--- config.mk ---
export PLATFORM = sky130hd
export DESIGN_NAME = memb_feeder
export DESIGN_NICKNAME = d
export VERILOG_FILES = /design/src/rtl/tpu_pkg.sv /design/src/rtl/memb_feeder.sv
export SDC_FILE = /design/constraint.sdc
export NUM_CORES = 1
export LEC_CHECK = 0
export BUFFER_PORTS_ARGS = -buffer_cell sky130_fd_sc_hd__buf_2
export CORE_UTILIZATION = 40
export DETAILED_ROUTE_END_ITERATION = 6
export GPL_ROUTABILITY_DRIVEN = 0
export GPL_TIMING_DRIVEN = 0
export PLACE_DENSITY_LB_ADDON = 0.05
export SLEW_MARGIN = 20
export SYNTH_ARGS = -nofsm -noshare
export SYNTH_HDL_FRONTEND = slang
export SYNTH_SLANG_ARGS = --single-unit
--- constraint.sdc ---
create_clock -name clk -period 1.85 [get_ports clk]
set_input_delay 0.185 -clock clk [delete_from_list [all_inputs] [get_ports clk]]
set_output_delay 0.185 -clock clk [all_outputs]
set_load 0.02 [all_outputs]
--- src/rtl/tpu_pkg.sv ---
// Shared types and helpers for the systolic matrix-multiply datapath.
// Latency: n/a (types and constant functions only).
// Backpressure: n/a.
//
// Contents:
//   feeder_state_e  - memb_feeder FSM encoding (IDLE, LOAD, FULL, DRAIN)
//   elem_t          - signed A/B operand element at the default width
//   drain_cycles()  - shift cycles needed to push every skewed column of a
//                     DIM x DIM B tile into the array (2*DIM-1)
package tpu_pkg;

  typedef enum logic [1:0] {
    IDLE  = 2'd0,
    LOAD  = 2'd1,
    FULL  = 2'd2,
    DRAIN = 2'd3
  } feeder_state_e;

  localparam int ELEM_BITS = 8;

  typedef logic signed [ELEM_BITS-1:0] elem_t;

  // Skew depth of a DIM-wide buffer: the last column starts DIM-1 cycles
  // late and then needs DIM cycles of its own.
  function automatic int drain_cycles(input int dim);
    return 2 * dim - 1;
  endfunction

endpackage

--- src/rtl/memb_feeder.sv ---
// Loads DIM B rows into the memB skew buffer, then shifts it out 2*DIM-1 cycles.
// Latency: mem_wr_en/mem_bin one cycle after each accept; mem_en one cycle after entering DRAIN.
// Backpressure: in_ready drops in FULL and DRAIN; a presented row must be held until accepted.
//
// Ports:
//   clk, rst            - clock, synchronous active-high reset
//   in_valid/in_ready   - row handshake; in_row[c] is the element for column c
//   start               - begin the drain; only honoured in FULL
//   busy                - high in LOAD, FULL and DRAIN
//   done                - one-cycle pulse alongside the last mem_en cycle
//   mem_bin, mem_wr_en  - row data and write/shift strobe to the skew buffer
//   mem_en              - shift-only enable to the skew buffer
//
// Build option: define MEMB_FEEDER_AUTOSTART_EN to drain straight after the
// DIM-th row without waiting in FULL; start is then ignored.
// DIM must be at least 2.
module memb_feeder
  import tpu_pkg::*;
#(
  parameter int BITS_AB = 8,
  parameter int DIM     = 8
) (
  input  logic                             clk,
  input  logic                             rst,
  input  logic                             in_valid,
  output logic                             in_ready,
  input  logic signed [DIM-1:0][BITS_AB-1:0] in_row,
  input  logic                             start,
  output logic                             busy,
  output logic                             done,
  output logic signed [DIM-1:0][BITS_AB-1:0] mem_bin,
  output logic                             mem_wr_en,
  output logic                             mem_en
);

  localparam int RC_W = $clog2(DIM + 1);
  localparam int DC_W = $clog2(2 * DIM);

  localparam logic [1:0] ST_IDLE  = IDLE;
  localparam logic [1:0] ST_LOAD  = LOAD;
  localparam logic [1:0] ST_FULL  = FULL;
  localparam logic [1:0] ST_DRAIN = DRAIN;

  localparam logic [RC_W-1:0] ROW_LAST   = RC_W'(DIM - 1);
  localparam logic [DC_W-1:0] DRAIN_LAST = DC_W'(drain_cycles(DIM) - 1);

  logic [1:0]      state;
  logic [RC_W-1:0] row_cnt;
  logic [DC_W-1:0] drain_cnt;
  logic            accept;

  assign in_ready = (state == ST_IDLE) || (state == ST_LOAD);
  assign busy     = (state != ST_IDLE);
  assign accept   = in_valid && in_ready;

`ifdef MEMB_FEEDER_AUTOSTART_EN
  logic unused_start;
  assign unused_start = start;
`endif

  always_ff @(posedge clk) begin
    if (rst) begin
      state     <= ST_IDLE;
      row_cnt   <= '0;
      drain_cnt <= '0;
      mem_wr_en <= 1'b0;
      mem_en    <= 1'b0;
      mem_bin   <= '0;
      done      <= 1'b0;
    end else begin
      // Strobes are single-cycle and mem_bin is only non-zero alongside a
      // write, so the skew buffer never sees stale data during gaps.
      mem_wr_en <= 1'b0;
      mem_en    <= 1'b0;
      mem_bin   <= '0;
      done      <= 1'b0;

      case (state)
        ST_IDLE, ST_LOAD: begin
          // row_cnt is zero on entry to IDLE, so IDLE and LOAD share one path.
          if (accept) begin
            mem_bin   <= in_row;
            mem_wr_en <= 1'b1;
            row_cnt   <= row_cnt + RC_W'(1);
            if (row_cnt == ROW_LAST) begin
`ifdef MEMB_FEEDER_AUTOSTART_EN
              state     <= ST_DRAIN;
              drain_cnt <= '0;
`else
              state     <= ST_FULL;
`endif
            end else begin
              state <= ST_LOAD;
            end
          end
        end

        ST_FULL: begin
`ifdef MEMB_FEEDER_AUTOSTART_EN
          // Not reachable in this build; fall through to the drain anyway.
          state     <= ST_DRAIN;
          drain_cnt <= '0;
`else
          if (start) begin
            state     <= ST_DRAIN;
            drain_cnt <= '0;
          end
`endif
        end

        ST_DRAIN: begin
          mem_en <= 1'b1;
          if (drain_cnt == DRAIN_LAST) begin
            done      <= 1'b1;
            state     <= ST_IDLE;
            drain_cnt <= '0;
            row_cnt   <= '0;
          end else begin
            drain_cnt <= drain_cnt + DC_W'(1);
          end
        end

        default: state <= ST_IDLE;
      endcase
    end
  end

endmodule

==> impl.org <==
** Status
- Run status :: finished, final reports clean

** Worst setup path
- Among cell families on the critical path, the largest total delay comes from compound AO/OA/AOI/OAI gates.
- Worst path slowest cell :: o21ai_0
- Data on the critical path is required at its endpoint by 2050 ps.
- Kind of launch point of the worst setup path :: flop
- For the worst setup path, the data arrival time is ~1700 ps.
- Capturing element type of the critical path :: flop
- The worst register-to-register path begins at drain_cnt[0]$_SDFFE_PP0P_.
- CP bufs+invs :: 1
- Max FO, Critical Path :: 5
- Crit path kind :: flop to flop
- Traced cell by cell, the critical path runs through inv_1, ha_1, nand3_1, o21ai_0, o2bb2ai_1.
- The critical path starts at drain_cnt[0]$_SDFFE_PP0P_.
- Largest stage delay on the critical path :: 520 ps

** Global routing
- The first global-routing pass estimated ~8600 um of wire.
- Across every metal layer, demand over resource in global routing totals 0.181.
- Number of antenna violations at the first check in global routing :: 0
- Global routing finished with a remaining overflow of 0.
- Pin count of the biggest net entering global routing :: 13
- The number of global-route vias before repair was 1844.

** CTS
- The H-tree was split into 3 levels.
- Root Buffer :: clkbuf_8
- Number of buffers added by the clock tree synthesis step :: 9
- Once the clock tree was built, the setup fixing pass inserted 0 buffers.
- Number of sinks driven by the clock tree :: 77
- Skew-Pair Late Insertion Delay :: around 350 ps
- For this design, the CTS-stage hold fixing added 0 buffers.
- Once the clock tree was built, the resizer swapped 0 gates to a different size.
- CTS max path bufs :: 2
- Clock-pin slew was measured on the worst setup and hold paths at around 80 ps.
- Clock tree from TritonCTS :: built

** Timing
- Worst Skew :: around 11 ps
- Fin worst setup slack :: 335 ps
- Setup violations remaining at the end of the flow were counted as 0.
- Relative slew margins :: 0.591
- Hold Fails Final Rpt :: 0
- Total Negative Setup Slacks :: 0 ps
- Based on the critical path, the design can be clocked at up to 660 MHz.
- RSZ-0062 raised after global routing :: no
- Of the available clock period, the critical path in the final layout requires 0.819.
- Final critical path time including I/O delays and setup :: about 1500 ps
- At the pin with the least slew margin, the transition time is 607 ps.
- Pins Over Slew Limit :: 0

** Job
- # Max-Cap Violations :: 0

** Logic synthesis
- Netlist cell types :: 31
- Synth warn :: 0
- Area share of the largest cell type after synthesis :: 0.641
- The synthesized design contains 77 register bits.
- In the synthesized netlist the dominant register cell turns out to be dfxtp_1.
- In the synthesized netlist, the number of instances is between 200 and 250.
- Synth Area in XOR/XNOR :: 0.00364
- After synthesis, the largest family of logic cells by area is simple AND/OR/NAND/NOR gates.
- Of the total synthesized cell area, the portion taken by AND, OR, NAND and NOR gates is 0.254.
- By count the netlist is led by dfxtp_1 (77), and3_2 (35), and3_1 (31).
- The cell area that synthesis handed to floorplanning was approximately 2400 sq um.
- Compound-Gate Fraction of Synth Area :: 0.0427
- Counting flops with a built-in enable in the synthesized netlist gives 0.
- After synthesis, the share of flip-flops with an asynchronous set or reset is 0.
- Largest area contributor in the netlist :: dfxtp_1
- Mapped Nets :: approximately 280
- Seq/Total Area, Yosys :: 0.641
- Share of cell area taken by muxes after synthesis :: 0
- A synthesized cell averages about 12 sq um.
- By instance count, the leading cell after synthesis is dfxtp_1.
- Post-synthesis share of cell area spent on full adders, half adders and majority gates :: 0.0156
- Top cells by area, synth :: dfxtp_1 (64%), and3_2 (11%), and3_1 (8.1%)

** Drt
- Antenna Nets Post-Route :: 0
- Dividing the detail-routed via count by the number of cells gives roughly 4.6.
- Detailed router's first-iteration violation count :: 64
- Residual DRC :: 0
- The first TritonRoute pass finished after 4 iterations.
- Dividing the detail-routed wire length by the instance count gives ~13 um.
- The routed design has 5490 um of wire.
- For this block, the via count after detailed routing is 2000.

** Pwr
- IR Drop Worst-Case VDD :: roughly 0.00055 V
- Static power due to leakage :: around 1.9 nW
- Ratio of total power to cell area :: 998 nW/um^2
- The design draws 3.37 mW.

** Final layout
- In the final layout, the multi-input gates occupy ~760 sq um.
- Compared with the post-synthesis result, the final layout area differs by 40.7%.
- Area taken by flip-flops and latches :: approximately 1500 sq um
- For this run, the post-layout net count is approximately 430.
- In the final layout, the share of cells above drive strength 1 is 0.546.
- The repair_antennas step left the layout with diodes totalling 0.
- Post-layout utilization of the core :: 0.599
- Filler Cell Count :: 505

** Placed design
- Detailed placer's ending HPWL :: 4010 um
- Timing analysis after detailed placement gives a worst setup slack of between 200 and 300 ps.
- During placement, the flow inserted port buffers numbering 135.

** Floorplan
- Number of standard-cell rows in the floorplan :: 27
- The total area inside the core boundary comes to between 5000 and 6000 sq um.
- Area enclosed by the die boundary :: 6320 sq um
- Width of the chip :: around 80 um
- For this configuration, the core starts out at a cell density of 0.426.
- ~140 I/O pins were placed.
- In this run the vertical extent of the chip is between 70 and 80 um.

** Hold path
- Hold Startpoint :: in_row[8]
- Worst hold path type :: input port to flop
==> layout by cell type (no fill, tap or decap), types with 2 or more instances in the layout <==
| cell | count |
|---|---|
| nand3b_1 | 3 |
| nand2_1 | 6 |
| ha_1 | 3 |
| and3_2 | 35 |
| buf_6 | 2 |
| o2bb2ai_1 | 2 |
| a21oi_1 | 4 |
| buf_2 | 135 |
| inv_1 | 5 |
| nand3_1 | 2 |
| or3_1 | 3 |
| clkbuf_2 | 7 |
| clkbuf_8 | 12 |
| and3_1 | 31 |
| nor2_1 | 3 |
| o21ai_0 | 3 |
| dfxtp_1 | 77 |
| clkbuf_1 | 9 |
==> cell families (layout without fill, tap and decap cells) <==
kind of cell,after synthesis,after routing
buf+inv,21,172
simple gates,91,91
flops,77,77
xor+xnor,1,1
fa+ha+maj,3,3
compound gates,15,15
==> cell type report <==
| type | instances | area share |
|---|---|---|
| Timing Repair Buffer | 135 | 0.200 |
| Clock inverter | 2 | 0.0115 |
| Sequential cell | 77 | 0.456 |
| Clock buffer | 14 | 0.0511 |
| Multi-Input combinational cell | 110 | 0.225 |
| Inverter | 5 | 0.00555 |
| Tap cell | 72 | 0.0266 |
| Buffer | 16 | 0.0248 |
==> path summary, 6_finish.rpt <==
kind,to,slack [ps],depth (start not counted)
max reg2reg,row_cnt[1]$_SDFFE_PP0P_,340,5
max,row_cnt[1]$_SDFFE_PP0P_,340,5
min,mem_bin[8]$_SDFF_PP0_,60,2
min reg2reg,drain_cnt[1]$_SDFFE_PP0P_,490,2
==> stage by stage <==
stage	cells	cell area (sq um)	hold slack, ps
2_1_floorplan	208	2400	338
3_3_place_gp	415	3170	415
3_5_place_dp	415	3170	419
4_1_cts	431	3380	52.1
5_1_grt	431	3380	50.3
6_report	431	3380	64.3
==> worst reg2reg max path, delay by kind of cell (launching register included) <==
kind                       cells  cell delay [ps]
adders and majority gates      1              170
buffers and inverters          1               70
and+or+nand+nor                1              120
DFF                            1              350
AOI/OAI and AO/OA              2              690
==> routing by layer <==
metal | wire length, um | vias up | global-route usage | part of all wire
li1 | - | 1012 | - | -
met1 | 2370 | 887 | 0.214 | 0.43
met2 | 2550 | 91 | 0.282 | 0.46
met3 | 450 | 10 | 0.0594 | 0.082
met4 | 121 | 0 | 0.109 | 0.022
met5 | 0 | - | 0 | 0
==> power by group <==
part	internal, mW	switching [mW]
Sequential	1.72	0.0190
Clock	0.741	0.587
Combinational	0.139	0.168
==> state kept, by name (all words and copies together), names as in the netlist <==
register and count:
drain_cnt 4, done 1, row_cnt 4, mem_en 1
mem_bin 64, state 2, mem_wr_en 1
(Power assumes the default switching activity.)
